$ cat config.mk
export PLATFORM = sky130hd
export DESIGN_NAME = bp_be_fma_sched
export DESIGN_NICKNAME = d
export VERILOG_FILES = /design/src/rtl/bp_be_pkg.sv /design/src/rtl/bp_be_fma_hazard_match.sv /design/src/rtl/bp_be_fma_sched.sv
export SDC_FILE = /design/constraint.sdc
export NUM_CORES = 1
export LEC_CHECK = 0
export CAP_MARGIN = 20
export CORE_MARGIN = 4
export CORE_UTILIZATION = 50
export CTS_CLUSTER_SIZE = 28
export DETAILED_ROUTE_END_ITERATION = 10
export PLACE_DENSITY = 0.75
export SYNTH_ARGS = -nofsm -noshare
export SYNTH_HDL_FRONTEND = slang
export SYNTH_SLANG_ARGS = --single-unit
$ cat constraint.sdc
create_clock -name clk_i -period 2.95 [get_ports clk_i]
set_clock_uncertainty 0.1 [all_clocks]
set_input_delay 0.59 -clock clk_i [delete_from_list [all_inputs] [get_ports clk_i]]
set_output_delay 0.59 -clock clk_i [all_outputs]
set_load 0.02 [all_outputs]
$ cat src/rtl/bp_be_pkg.sv
// bp_be_pkg
// Shared types and constants for the backend FMA issue scheduler.
//   - latency / flush-depth / register-width constants used as parameter defaults
//   - bp_be_fma_sched_entry_s: one in-flight op, tracked by age
//   - entry_tracked(): whether an entry's destination takes part in hazard checks
package bp_be_pkg;

    localparam int bp_imul_latency_lp   = 4;
    localparam int bp_fma_latency_lp    = 5;
    localparam int bp_flush_depth_lp    = 2;
    localparam int bp_reg_addr_width_lp = 5;

    typedef struct packed {
        logic                            v;
        logic                            imul;
        logic                            rd_fp;
        logic [bp_reg_addr_width_lp-1:0] rd_addr;
    } bp_be_fma_sched_entry_s;

    // Integer x0 is hardwired to zero, so an op writing it can never be the
    // producer of a hazard. fp f0 is an ordinary register and always tracks.
    function automatic logic entry_tracked(input bp_be_fma_sched_entry_s e);
        return e.v & (e.rd_fp | (e.rd_addr != '0));
    endfunction

endpackage

$ cat src/rtl/bp_be_fma_hazard_match.sv
// bp_be_fma_hazard_match
// Compares one issue request against one in-flight entry.
// Ports:
//   rs_v, rs_fp, rs_addr : the three request sources (rs1 in the LSBs)
//   rd_fp, rd_addr       : the request destination
//   entry                : the in-flight entry at one age
//   raw, waw             : source/destination collides with the entry's rd
module bp_be_fma_hazard_match
    import bp_be_pkg::*;
#(
    parameter int reg_addr_width_p = bp_reg_addr_width_lp
)(
    input  logic [2:0]                    rs_v,
    input  logic [2:0]                    rs_fp,
    input  logic [3*reg_addr_width_p-1:0] rs_addr,
    input  logic                          rd_fp,
    input  logic [reg_addr_width_p-1:0]   rd_addr,
    input  bp_be_fma_sched_entry_s        entry,
    output logic                          raw,
    output logic                          waw
);

    logic tracked;

    assign tracked = entry_tracked(entry);

    // An int source of x0 can only equal an entry with int rd x0, and such
    // entries are never tracked, so x0 sources never match.
    // NOTE: raw gets a default before the loop so every path assigns it and
    // no latch is inferred.
    always_comb begin
        raw = 1'b0;
        for (int i = 0; i < 3; i++) begin
            if (rs_v[i] && (rs_fp[i] == entry.rd_fp)
                && (rs_addr[i*reg_addr_width_p +: reg_addr_width_p] == entry.rd_addr)) begin
                raw = 1'b1;
            end
        end
        raw = raw & tracked;
    end

    assign waw = tracked & (rd_fp == entry.rd_fp) & (rd_addr == entry.rd_addr);

endmodule

$ cat src/rtl/bp_be_fma_sched.sv
// bp_be_fma_sched
// Issue scheduler and scoreboard for the shared FMA/imul pipe.
// Ports:
//   clk_i, reset_n_i      : clock, synchronous active-low reset
//   issue_*_i             : issue request (type, rd, three sources)
//   issue_ready_o         : combinational; no slot conflict and no RAW/WAW hazard
//   flush_i               : kill ops younger than flush_depth_p cycles
//   wb_v_o, wb_imul_o,
//   wb_rd_addr_o          : metadata of the op completing this cycle
//   idle_o                : no live in-flight entries
module bp_be_fma_sched
    import bp_be_pkg::*;
#(
    parameter int imul_latency_p   = bp_imul_latency_lp,
    parameter int fma_latency_p    = bp_fma_latency_lp,
    parameter int flush_depth_p    = bp_flush_depth_lp,
    parameter int reg_addr_width_p = bp_reg_addr_width_lp
)(
    input  logic                          clk_i,
    input  logic                          reset_n_i,
    input  logic                          issue_v_i,
    input  logic                          issue_imul_i,
    input  logic [reg_addr_width_p-1:0]   issue_rd_addr_i,
    input  logic [2:0]                    issue_rs_v_i,
    input  logic [2:0]                    issue_rs_fp_i,
    input  logic [3*reg_addr_width_p-1:0] issue_rs_addr_i,
    output logic                          issue_ready_o,
    input  logic                          flush_i,
    output logic                          wb_v_o,
    output logic                          wb_imul_o,
    output logic [reg_addr_width_p-1:0]   wb_rd_addr_o,
    output logic                          idle_o
);

    // An FMA at this age finishes in the same cycle an imul issued now would.
    localparam int conflict_age_lp = fma_latency_p - imul_latency_p;

    bp_be_fma_sched_entry_s entries [1:fma_latency_p];
    bp_be_fma_sched_entry_s issue_entry;
    logic [fma_latency_p:1] raw_vec;
    logic [fma_latency_p:1] waw_vec;
    logic                   slot_conflict;
    logic                   accept;
    logic                   imul_done;
    logic                   fma_done;

    // Hazard comparators, one per age. An entry in its writeback cycle still
    // counts: there is no bypass.
    for (genvar a = 1; a <= fma_latency_p; a++) begin : g_age
        bp_be_fma_hazard_match #(
            .reg_addr_width_p(reg_addr_width_p)
        ) u_match (
            .rs_v    (issue_rs_v_i),
            .rs_fp   (issue_rs_fp_i),
            .rs_addr (issue_rs_addr_i),
            .rd_fp   (~issue_imul_i),
            .rd_addr (issue_rd_addr_i),
            .entry   (entries[a]),
            .raw     (raw_vec[a]),
            .waw     (waw_vec[a])
        );
    end

    assign slot_conflict = issue_imul_i
                         & entries[conflict_age_lp].v
                         & ~entries[conflict_age_lp].imul;
    assign issue_ready_o = ~slot_conflict & ~(|raw_vec) & ~(|waw_vec);
    assign accept        = issue_v_i & issue_ready_o & ~flush_i;

    always_comb begin
        issue_entry         = '0;
        issue_entry.v       = 1'b1;
        issue_entry.imul    = issue_imul_i;
        issue_entry.rd_fp   = ~issue_imul_i;
        issue_entry.rd_addr = issue_rd_addr_i;
    end

    // Writeback is decoded purely from the entry registers.
    assign imul_done = entries[imul_latency_p].v & entries[imul_latency_p].imul;
    assign fma_done  = entries[fma_latency_p].v & ~entries[fma_latency_p].imul;

    always_comb begin
        wb_v_o       = imul_done | fma_done;
        wb_imul_o    = imul_done;
        wb_rd_addr_o = '0;
        if (imul_done) begin
            wb_rd_addr_o = entries[imul_latency_p].rd_addr;
        end else if (fma_done) begin
            wb_rd_addr_o = entries[fma_latency_p].rd_addr;
        end
    end

    always_comb begin
        idle_o = 1'b1;
        for (int a = 1; a <= fma_latency_p; a++) begin
            if (entries[a].v) begin
                idle_o = 1'b0;
            end
        end
    end

    // NOTE: non-blocking assignments let every age read its neighbour's
    // pre-edge value; blocking ones would ripple an op through all ages at once.
    always_ff @(posedge clk_i) begin
        if (!reset_n_i) begin
            // NOTE: the whole entry array is reset, not just the valid bits,
            // so nothing stale can reach the wb outputs after reset.
            for (int a = 1; a <= fma_latency_p; a++) begin
                entries[a] <= '0;
            end
        end else begin
            entries[1] <= accept ? issue_entry : '0;
            for (int a = 1; a < fma_latency_p; a++) begin
                // Young ops die on flush; an imul retires at its own latency.
                if ((flush_i && (a < flush_depth_p))
                    || ((a == imul_latency_p) && entries[a].imul)) begin
                    entries[a+1] <= '0;
                end else begin
                    entries[a+1] <= entries[a];
                end
            end
        end
    end

    a_latency_order: assert property (@(posedge clk_i) fma_latency_p > imul_latency_p)
        else $error("fma_latency_p must exceed imul_latency_p");

    a_wb_onehot: assert property (@(posedge clk_i) disable iff (!reset_n_i)
                                  $onehot0({imul_done, fma_done}))
        else $error("two ops completing in the same cycle");

endmodule

==> metrics, run 1 <==
outcome=finished with violations; failing checks=negative setup slack; worst-case clock buffer depth=2; R2R Setup Slk=about 550 ps; GRT overflow=0; sinks on the clock net=40; total global routing track utilization=between 20% and 30%; sink of the worst hold path=entries[0][38]; number of different library cells in the post-synthesis netlist=34; width of the die=87.35 um; internal portion of total power=1.025 mW; detailed-routing iteration count for the pre-antenna-repair pass=4; number of cells on the worst reg-to-reg path=8; Clock power frac=between 30% and 40%; worst ir drop on vdd=roughly 0.00027 V; filler cell count in the final layout=just over 500; power density over the cells=~350 nW/um2; post-synthesis area per instance=9.232 um2; Vert. Die Dim=a little under 90 um; number of synthesized register bits=40; Setup TNS=-48.24 ps; final antenna diode count=0; final-stage net count=between 400 and 500; post-DR vias/cell=roughly 5.3; required time reported for the critical path endpoint=2260 ps; Top-Level Pins=40; largest registers=entries x40; static power due to leakage=1.710 nW; Final Hold Viols=0; count of endpoints failing setup in the final report=1; sequential share of power=a little over two fifths; register area share after synthesis=30.52%; routed wirelength normalized by instance count=17.33 um; Max Clk Rate=approximately 0.33 GHz; dominant synthesized flop cell=sky130_fd_sc_hd__dfxtp_1; terminus of the critical flop-to-flop path=entries[0][13]; fraction of final layout cells sized beyond drive strength 1=about a quarter; worst hold slack across all endpoints=around 340 ps; Final Routed Wirelength=around 8.5 mm; global placement routability congestion=between 1 and 1.5; Comb power frac=24.0%; largest driver fanout on the critical path=5; worst min-delay path startpoint=entries[0][30]; Reg clk slew, reported paths=approximately 90 ps; detailed placer's ending HPWL=6.828 mm; area inside the core boundary=about 6000 um2; cell area after synthesis=~3100 um2; RR Startpoint=entries[0][8]; clock tree from TritonCTS=built; Sw Ratio=~28%; starting density of the core=a little over half; critical path start-end classification=in -> out; min-delay worst type=reg -> reg; area added between synthesis and finish=29.45%; Final WS setup=-48.24 ps; fin. max-slew vios=0; later-pin clock latency in the skew report=between 200 and 300 ps; via count=roughly 2600; cell count after synthesis=between 300 and 400; number of rows created at floorplan=28; shortest period the worst path allows=around 3000 ps; total die area=roughly 7600 um2; kind of launch point of the worst setup path=input pin; CP Capture Type=output pin; number of nets with antenna violations after routing=0; Worst Hold Depth=1; number of antenna violations at the first check in global routing=0; total of buffers placed on input and output ports=39; via count of the first global-routing pass=roughly 2700; reported net switching power=0.3915 mW; number of buffers created by CTS=5; largest net degree at the start of global routing=19; Root Buffer=sky130_fd_sc_hd__clkbuf_8; unrepaired setup endpoints after global routing=true; register name with the most flops=entries; Post-synth ARST share=0%; EDFF count, synth=16; first-pass GRT wire length=about 14 mm; Total Power Consumption=1.416 mW; H-tree levels=2; detailed router's first-iteration violation count=177; Largest register FFs=40; Yosys warning count=0; DR DRC count=0; data arrival time of the worst path=approximately 2300 ps; count of max-cap constraint violations=0; fin crit share=101.6%
[synth_stat cells (3+ instances only)]
cell type / number / area share, %
sky130_fd_sc_hd__or4_1: 4 / 0.95
sky130_fd_sc_hd__nor4_1: 19 / 3.8
sky130_fd_sc_hd__xor2_1: 60 / 17
sky130_fd_sc_hd__nand4_1: 19 / 3.8
sky130_fd_sc_hd__inv_1: 6 / 0.72
sky130_fd_sc_hd__edfxtp_1: 16 / 15
sky130_fd_sc_hd__buf_2: 30 / 4.8
sky130_fd_sc_hd__xnor2_1: 60 / 17
sky130_fd_sc_hd__and2_1: 32 / 6.4
sky130_fd_sc_hd__nor2_1: 3 / 0.36
sky130_fd_sc_hd__buf_6: 3 / 1.1
sky130_fd_sc_hd__a22o_1: 5 / 1.4
sky130_fd_sc_hd__clkbuf_1: 20 / 2.4
sky130_fd_sc_hd__dfxtp_1: 24 / 15
sky130_fd_sc_hd__o22ai_1: 3 / 0.60
sky130_fd_sc_hd__nor3_2: 8 / 2.5
sky130_fd_sc_hd__nor3_1: 4 / 0.64
[power groups by stage]
stage          Clock (mW)  Combinational [mW]  Sequential [mW]
5_1_grt             0.489               0.366            0.621
2_1_floorplan           0               0.223            0.611
4_1_cts             0.467               0.334            0.619
3_3_place_gp            0               0.328            0.630
6_report            0.458               0.340            0.619
3_5_place_dp            0               0.337            0.631
[logic make-up after synthesis]
kind of cell,after synthesis,share of synthesized area [%]
compound gates,15,4.769
xor+xnor,120,33.39
buf+inv,63,9.697
flops,40,30.52
other cells,2,0.2386
simple gates,101,21.38
[through the flow]
stage | instance area [um2] | worst slack (ps) | instances | util, %
floorplan | 3204 | 137.9 | 356 | -
global placement | 3894 | -618.5 | 478 | 64.62
detailed placement | 3894 | -652.4 | 478 | 64.62
CTS | 4040 | -59.83 | 487 | 67.05
global route | 4075 | -124.2 | 489 | 67.63
finish | 4075 | -48.24 | 489 | 67.63
[timing repair]
item,CTS,global route
hold buffers,0,0
pin swaps,6,11
gates resized for setup,35,4
hold endpoints to repair,0,0
buffers inserted,1,2
setup endpoints to repair,1,1
[cell type report]
| cell class | count | area [um2] | share of cell area (%) |
|---|---|---|---|
| clock buffers | 5 | 68.82 | 1.689 |
| clock inverters | 3 | 46.29 | 1.136 |
| inverters | 6 | 22.52 | 0.5527 |
| multi-input cells | 253 | 1984 | 48.70 |
| flip-flops and latches | 40 | 960.9 | 23.58 |
| well taps | 75 | 93.84 | 2.303 |
| repair buffers | 107 | 898.4 | 22.04 |
[critical path: stages]
cell	delay [ps]
sky130_fd_sc_hd__clkdlybuf4s50_1	470
sky130_fd_sc_hd__buf_6	140
sky130_fd_sc_hd__xor2_2	150
sky130_fd_sc_hd__nor4_2	50
sky130_fd_sc_hd__nor4_1	240
sky130_fd_sc_hd__o22ai_1	90
sky130_fd_sc_hd__or2_1	270
sky130_fd_sc_hd__nor2_1	130
sky130_fd_sc_hd__buf_4	150
[placed cells by master, fill, tap and decap left out, drive strengths merged]
| cell | synthesis | final |
|---|---|---|
| o31ai | 5 | 5 |
| nand3 | 1 | 1 |
| nand2 | 2 | 2 |
| clkinvlp | 0 | 1 |
| and2 | 32 | 32 |
| dlymetal6s2s | 0 | 1 |
| nor3 | 12 | 12 |
| bufinv | 0 | 1 |
| o41ai | 1 | 1 |
| clkbuf | 21 | 5 |
| nand4 | 20 | 20 |
| nor4 | 19 | 19 |
| conb | 2 | 17 |
| inv | 6 | 7 |
| nand2b | 2 | 2 |
| xnor2 | 60 | 60 |
| nor2b | 2 | 2 |
| o31a | 1 | 1 |
| o22ai | 3 | 3 |
| or2 | 1 | 1 |
| dlygate4sd2 | 0 | 20 |
| buf | 36 | 69 |
| or4 | 6 | 6 |
| clkdlybuf4s50 | 0 | 17 |
| xor2 | 60 | 60 |
| a22o | 5 | 5 |
| edfxtp | 16 | 16 |
| dfxtp | 24 | 24 |
| nor2 | 4 | 4 |
[routing by layer]
layer,global-route usage [%],up-vias,routed length (um)
met2,40.00,109,4175
li1,-,1243,-
met3,3.974,18,561
met4,5.858,0,160
met1,30.63,1226,3575
met5,0,-,0
[worst max-delay path by stage]
stage / startpoint / end / depth (start not counted)
floorplan: issue_rs_addr_i[6] / issue_ready_o / 8
global placement: issue_rs_addr_i[6] / issue_ready_o / 8
detailed placement: issue_rs_addr_i[3] / issue_ready_o / 9
CTS: entries[0][21] / issue_ready_o / 8
global route: entries[0][18] / issue_ready_o / 8
finish: issue_rs_addr_i[0] / issue_ready_o / 9
No activity file was read; power rests on OpenSTA's default activity.
==> inputs of run 2 (changes only) <==
--- a/config.mk
+++ b/config.mk
@@ -6,10 +6,12 @@
 export NUM_CORES = 1
 export LEC_CHECK = 0
 export CAP_MARGIN = 20
+export CORE_ASPECT_RATIO = 1.1
 export CORE_MARGIN = 4
 export CORE_UTILIZATION = 50
 export CTS_CLUSTER_SIZE = 28
 export DETAILED_ROUTE_END_ITERATION = 10
+export HOLD_SLACK_MARGIN = 0.1
 export PLACE_DENSITY = 0.75
 export SYNTH_ARGS = -nofsm -noshare
 export SYNTH_HDL_FRONTEND = slang
==> run 2 against run 1 <==
Net effect:
- the flow still finishes with violations (negative setup slack)
- via count down 0.15%
- worst setup slack worse by 32 ps
- cell count up 0.41%
- sequential power about the same
- first-iteration DRC count up 21%
- die area about the same
- critical endpoint unchanged
- highest routed layer unchanged
==> metrics, run 2 (synthesis gave the netlist of run 1 again) <==
outcome=finished with violations; failing checks=negative setup slack; most frequent cells in the layout=sky130_fd_sc_hd__xor2_1, sky130_fd_sc_hd__xnor2_1, sky130_fd_sc_hd__buf_4; power density over the cells=~350 nW/um2; CP Capture Type=output pin; highest signal layer in the routed design=met4; Top-Level Pins=40; Root Buffer=sky130_fd_sc_hd__clkbuf_8; count of max-cap constraint violations=0; largest driver fanout on the critical path=4; later-pin clock latency in the skew report=290 ps; static power due to leakage=around 1.7 nW; number of buffers created by CTS=5; H-tree levels=2; via count=about 2600; Vert. Die Dim=91.22 um; number of antenna violations at the first check in global routing=0; total global routing track utilization=a little under a quarter; final-stage net count=between 400 and 500; post-route cell area=4039 um2; number of rows created at floorplan=30; min-delay worst type=reg -> reg; Reg clk slew, reported paths=~80 ps; detailed route wirelength on metal2=about 4.4 mm; setup slack after placement=-700.0 ps; shortest period the worst path allows=3030 ps; total of buffers placed on input and output ports=39; GRT overflow=0; register name with the most flops=entries; Total Power Consumption=~1.4 mW; Final Hold Viols=0; worst-case clock buffer depth=2; kind of launch point of the worst setup path=input pin; first-pass GRT wire length=approximately 14 mm; Max Clk Rate=between 0.3 and 0.4 GHz; Post-Route M1 WL=between 3 and 4 mm; total die area=7631 um2; fin crit share=102.7%; Final WS setup=-80.27 ps; Final Routed Wirelength=8.458 mm; core occupancy in the finished layout=65.61%; hold_buf cts=0; unrepaired setup endpoints after global routing=true; post-DR vias/cell=around 5.3; routed wirelength normalized by instance count=17.23 um; fin. max-slew vios=0; starting density of the core=approximately half; Detail Route met3 WL=approximately 570 um; sinks on the clock net=40; fraction of final layout cells sized beyond drive strength 1=22.38%; multi-input gate area in the final layout=1967 um2; area inside the core boundary=~6200 um2; area added between synthesis and finish=28.30%; detailed placer's ending HPWL=6.627 mm; required time reported for the critical path endpoint=2260 ps; critical path start-end classification=in -> out; number of nets with antenna violations after routing=0; via count of the first global-routing pass=2716; final antenna diode count=0; detailed-routing iteration count for the pre-antenna-repair pass=4; clock tree from TritonCTS=built; worst ir drop on vdd=around 0.00022 V; global placement routability congestion=0.9681; width of the die=between 80 and 90 um; Largest register FFs=40; count of endpoints failing setup in the final report=1; detailed router's first-iteration violation count=approximately 220; largest net degree at the start of global routing=19; largest registers=entries x40; filler cell count in the final layout=slightly above 500; DR DRC count=0; FF/Latch Area=~960 um2; data arrival time of the worst path=between 2000 and 2500 ps; placed inst area=approximately 3900 um2
==> run 2: cell count changes in the layout (fill, tap and decap cells not counted), sizes merged <==
cell	change
buf	-3
dlymetal6s2s	-1
clkdlybuf4s15	+1
clkdlybuf4s50	-1
dlygate4sd2	+1
==> run 2: worst paths after layout <==
check / from / to / slack (ps) / cells past startpoint
setup / recovery: issue_rd_addr_i[1] / issue_ready_o / -80 / 9
hold / removal: entries[0][30] / entries[0][38] / 340 / 1
setup reg to reg: entries[0][21] / entries[0][8] / 670 / 8
hold reg to reg: entries[0][30] / entries[0][38] / 340 / 1
==> run 2: report_power, final <==
part	switching [mW]	internal, mW
Clock	0.193	0.255
Combinational	0.164	0.173
Sequential	0.0245	0.594
==> run 2: layout make-up <==
class	count	area share (%)
inverters	6	0.5576
repair buffers	104	21.62
well taps	80	2.478
clock inverters	3	1.146
multi-input cells	253	48.70
flip-flops and latches	40	23.79
clock buffers	5	1.704
==> run 2: critical path: stages <==
cell and delay (ps):
sky130_fd_sc_hd__clkdlybuf4s50_1 540, sky130_fd_sc_hd__buf_4 190, sky130_fd_sc_hd__xnor2_1 150, sky130_fd_sc_hd__nand4_1 160, sky130_fd_sc_hd__o41ai_2 370, sky130_fd_sc_hd__nor3_4 70
sky130_fd_sc_hd__nand2_1 70, sky130_fd_sc_hd__nor2_1 50, sky130_fd_sc_hd__buf_4 150
==> run 2: routing by layer <==
layer	track usage [%]	vias up
met2	39.52	101
met3	4.265	20
met5	0	-
met1	26.84	1236
met4	10.05	0
li1	-	1235
==> run 2: repair_timing <==
item                                    in CTS  in global routing
gates resized for setup                     39                  0
endpoints found under the setup margin       1                  1
endpoints found under the hold margin        0                  0
pin swaps                                    6                  1
buffers inserted                             3                  0
==> run 2: stage by stage <==
step,TNS (ps),hold slack [ps],instances
after detailed placement,-700.0,319.6,480
after global routing,-127.4,365.7,491
after global placement,-712.7,318.3,480
after CTS,-8.521,340.3,491
final,-80.27,339.0,491
after floorplan,0,311.9,356
==> inputs of run 3 (changes only) <==
--- a/config.mk
+++ b/config.mk
@@ -7,7 +7,6 @@
 export LEC_CHECK = 0
 export CAP_MARGIN = 20
 export CORE_ASPECT_RATIO = 1.1
-export CORE_MARGIN = 4
 export CORE_UTILIZATION = 50
 export CTS_CLUSTER_SIZE = 28
 export DETAILED_ROUTE_END_ITERATION = 10
==> run 3 against run 2 <==
Net effect:
- the run still ends with negative setup slack left
- total power up 0.56%
- worst hold slack worse by 9.7 ps
- clock power up 1%
- worst setup slack better by 66 ps
- sequential cell count unchanged
- fmax up 2.2%
- critical path depth up 1
- via count down 3.6%
- register-to-register slack about the same
- count of clock-buffer cells in the layout unchanged
- cell count down 1.0%
- critical path type unchanged
==> metrics, run 3 (synthesis gave the netlist of run 1 again) <==
fin. max-slew vios=0; DR DRC count=0; setup slack after placement=-666.7 ps; CP Capture Type=output pin; static power due to leakage=around 1.7 nW; number of cells on the worst reg-to-reg path=8; largest registers=entries x40; total die area=6618 um2; width of the die=roughly 78 um; filler cell count in the final layout=between 500 and 600; GRT overflow=0; failing checks=negative setup slack; fin crit share=100.5%; final antenna diode count=0; number of buffers created by CTS=5; RR Startpoint=entries[0][21]; required time reported for the critical path endpoint=around 2300 ps; number of antenna violations at the first check in global routing=0; unrepaired setup endpoints after global routing=true; Vert. Die Dim=85.22 um; Root Buffer=sky130_fd_sc_hd__clkbuf_8; Final Hold Viols=0; number of rows created at floorplan=29; R2R Setup Slk=about 660 ps; detailed placer's ending HPWL=roughly 6.5 mm; total of buffers placed on input and output ports=39; post-DR vias/cell=between 5 and 6; area inside the core boundary=5914 um2; outcome=finished with violations; first-pass GRT wire length=between 10 and 15 mm; data arrival time of the worst path=approximately 2300 ps; routed wirelength normalized by instance count=between 15 and 20 um; shortest period the worst path allows=between 2000 and 3000 ps; largest net degree at the start of global routing=19; Reg clk slew, reported paths=80 ps; worst ir drop on vdd=about 0.00024 V; worst setup path end=issue_ready_o; Final WS setup=-14.30 ps; final-stage net count=roughly 440; most frequent cells in the layout=sky130_fd_sc_hd__xnor2_1, sky130_fd_sc_hd__xor2_1, sky130_fd_sc_hd__buf_4; count of endpoints failing setup in the final report=1; power density over the cells=roughly 350 nW/um2; total global routing track utilization=27.13%; core occupancy in the finished layout=approximately 69%; most common cell after layout, fill and taps aside=sky130_fd_sc_hd__xnor2_1; Largest register FFs=40; starting density of the core=a little over half; Top-Level Pins=40; global placement routability congestion=between 0.8 and 0.9; detailed-routing iteration count for the pre-antenna-repair pass=4; # placed instances=about 480; area added between synthesis and finish=29.25%; count of max-cap constraint violations=0; worst hold slack across all endpoints=around 330 ps; register name with the most flops=entries; clock tree from TritonCTS=built; Max Clk Rate=between 0.3 and 0.4 GHz; fraction of final layout cells sized beyond drive strength 1=a little under a quarter; number of nets with antenna violations after routing=0; H-tree levels=2; worst setup path startpoint=issue_rs_addr_i[11]; Final Routed Wirelength=8.290 mm; min-delay worst type=reg -> reg; via count of the first global-routing pass=between 2000 and 3000; largest driver fanout on the critical path=4; via count=about 2500; terminus of the critical flop-to-flop path=entries[0][10]; later-pin clock latency in the skew report=approximately 290 ps; critical path start-end classification=in -> out; Finished Layout Cells=486; kind of launch point of the worst setup path=input pin; worst-case clock buffer depth=2; sinks on the clock net=40; detailed router's first-iteration violation count=about 130
==> run 3: cell types whose count changed in the layout (fill, tap and decap cells not counted), sizes merged <==
cell           delta
clkdlybuf4s15     -1
buf               -2
dlymetal6s2s      +3
clkdlybuf4s50     -3
clkbuf            +1
==> run 3: worst min-delay path by stage <==
stage | from | endpoint | slack (ps) | cells past startpoint
final | entries[0][30] | entries[0][38] | 330 | 1
after global routing | entries[0][30] | entries[0][38] | 360 | 1
after CTS | entries[0][30] | entries[0][38] | 330 | 1
after detailed placement | entries[0][30] | entries[0][38] | 320 | 1
after global placement | entries[0][30] | entries[0][38] | 320 | 1
after floorplan | entries[0][30] | entries[0][38] | 310 | 1
==> run 3: cell type report <==
type / instances / area [um2] / share of cell area (%)
clock buffers: 5 / 68.82 / 1.691
clock inverters: 3 / 46.29 / 1.138
inverters: 6 / 22.52 / 0.5535
multi-input cells: 253 / 2011 / 49.42
flip-flops and latches: 40 / 960.9 / 23.62
well taps: 77 / 96.34 / 2.368
repair buffers: 102 / 863.3 / 21.22
==> run 3: what timing repair did <==
| action | CTS | global route |
|---|---|---|
| hold endpoints to repair | 0 | 0 |
| hold buffers | 0 | 0 |
| setup endpoints to repair | 1 | 1 |
| resized for setup | 43 | 7 |
| buffers inserted | 3 | 0 |
| pin swaps | 12 | 5 |
==> run 3: where the power goes <==
part,internal [mW],total [mW],switching [mW],leakage (nW)
logic,0.173,0.339,0.165,1.29
clock network,0.255,0.454,0.200,0.0548
registers,0.594,0.618,0.0243,0.362
==> run 3: metal layers <==
layer / wire length, um / global-route usage, %
met1: 3484 / 32.86
met2: 4359 / 48.99
met4: 96 / 8.062
met3: 349 / 4.516
met5: 0 / 0
==> run 3: critical path: stages <==
cell and delay (ps):
sky130_fd_sc_hd__dlygate4sd2_1 320, sky130_fd_sc_hd__buf_4 170, sky130_fd_sc_hd__xnor2_1 170, sky130_fd_sc_hd__nand4_1 110, sky130_fd_sc_hd__nor4_1 220, sky130_fd_sc_hd__nor3_1 110
sky130_fd_sc_hd__o22ai_1 210, sky130_fd_sc_hd__or2_1 180, sky130_fd_sc_hd__nor2_1 60, sky130_fd_sc_hd__buf_4 150
==> run 3: through the flow <==
stage / instance area [um2] / setup TNS, ps / power [mW]
floorplan: 3204 / 0 / 0.8344
global placement: 3866 / -635.0 / 0.9532
detailed placement: 3866 / -666.7 / 0.9612
CTS: 4055 / 0 / 1.419
global route: 4069 / -115.1 / 1.476
finish: 4069 / -14.30 / 1.411
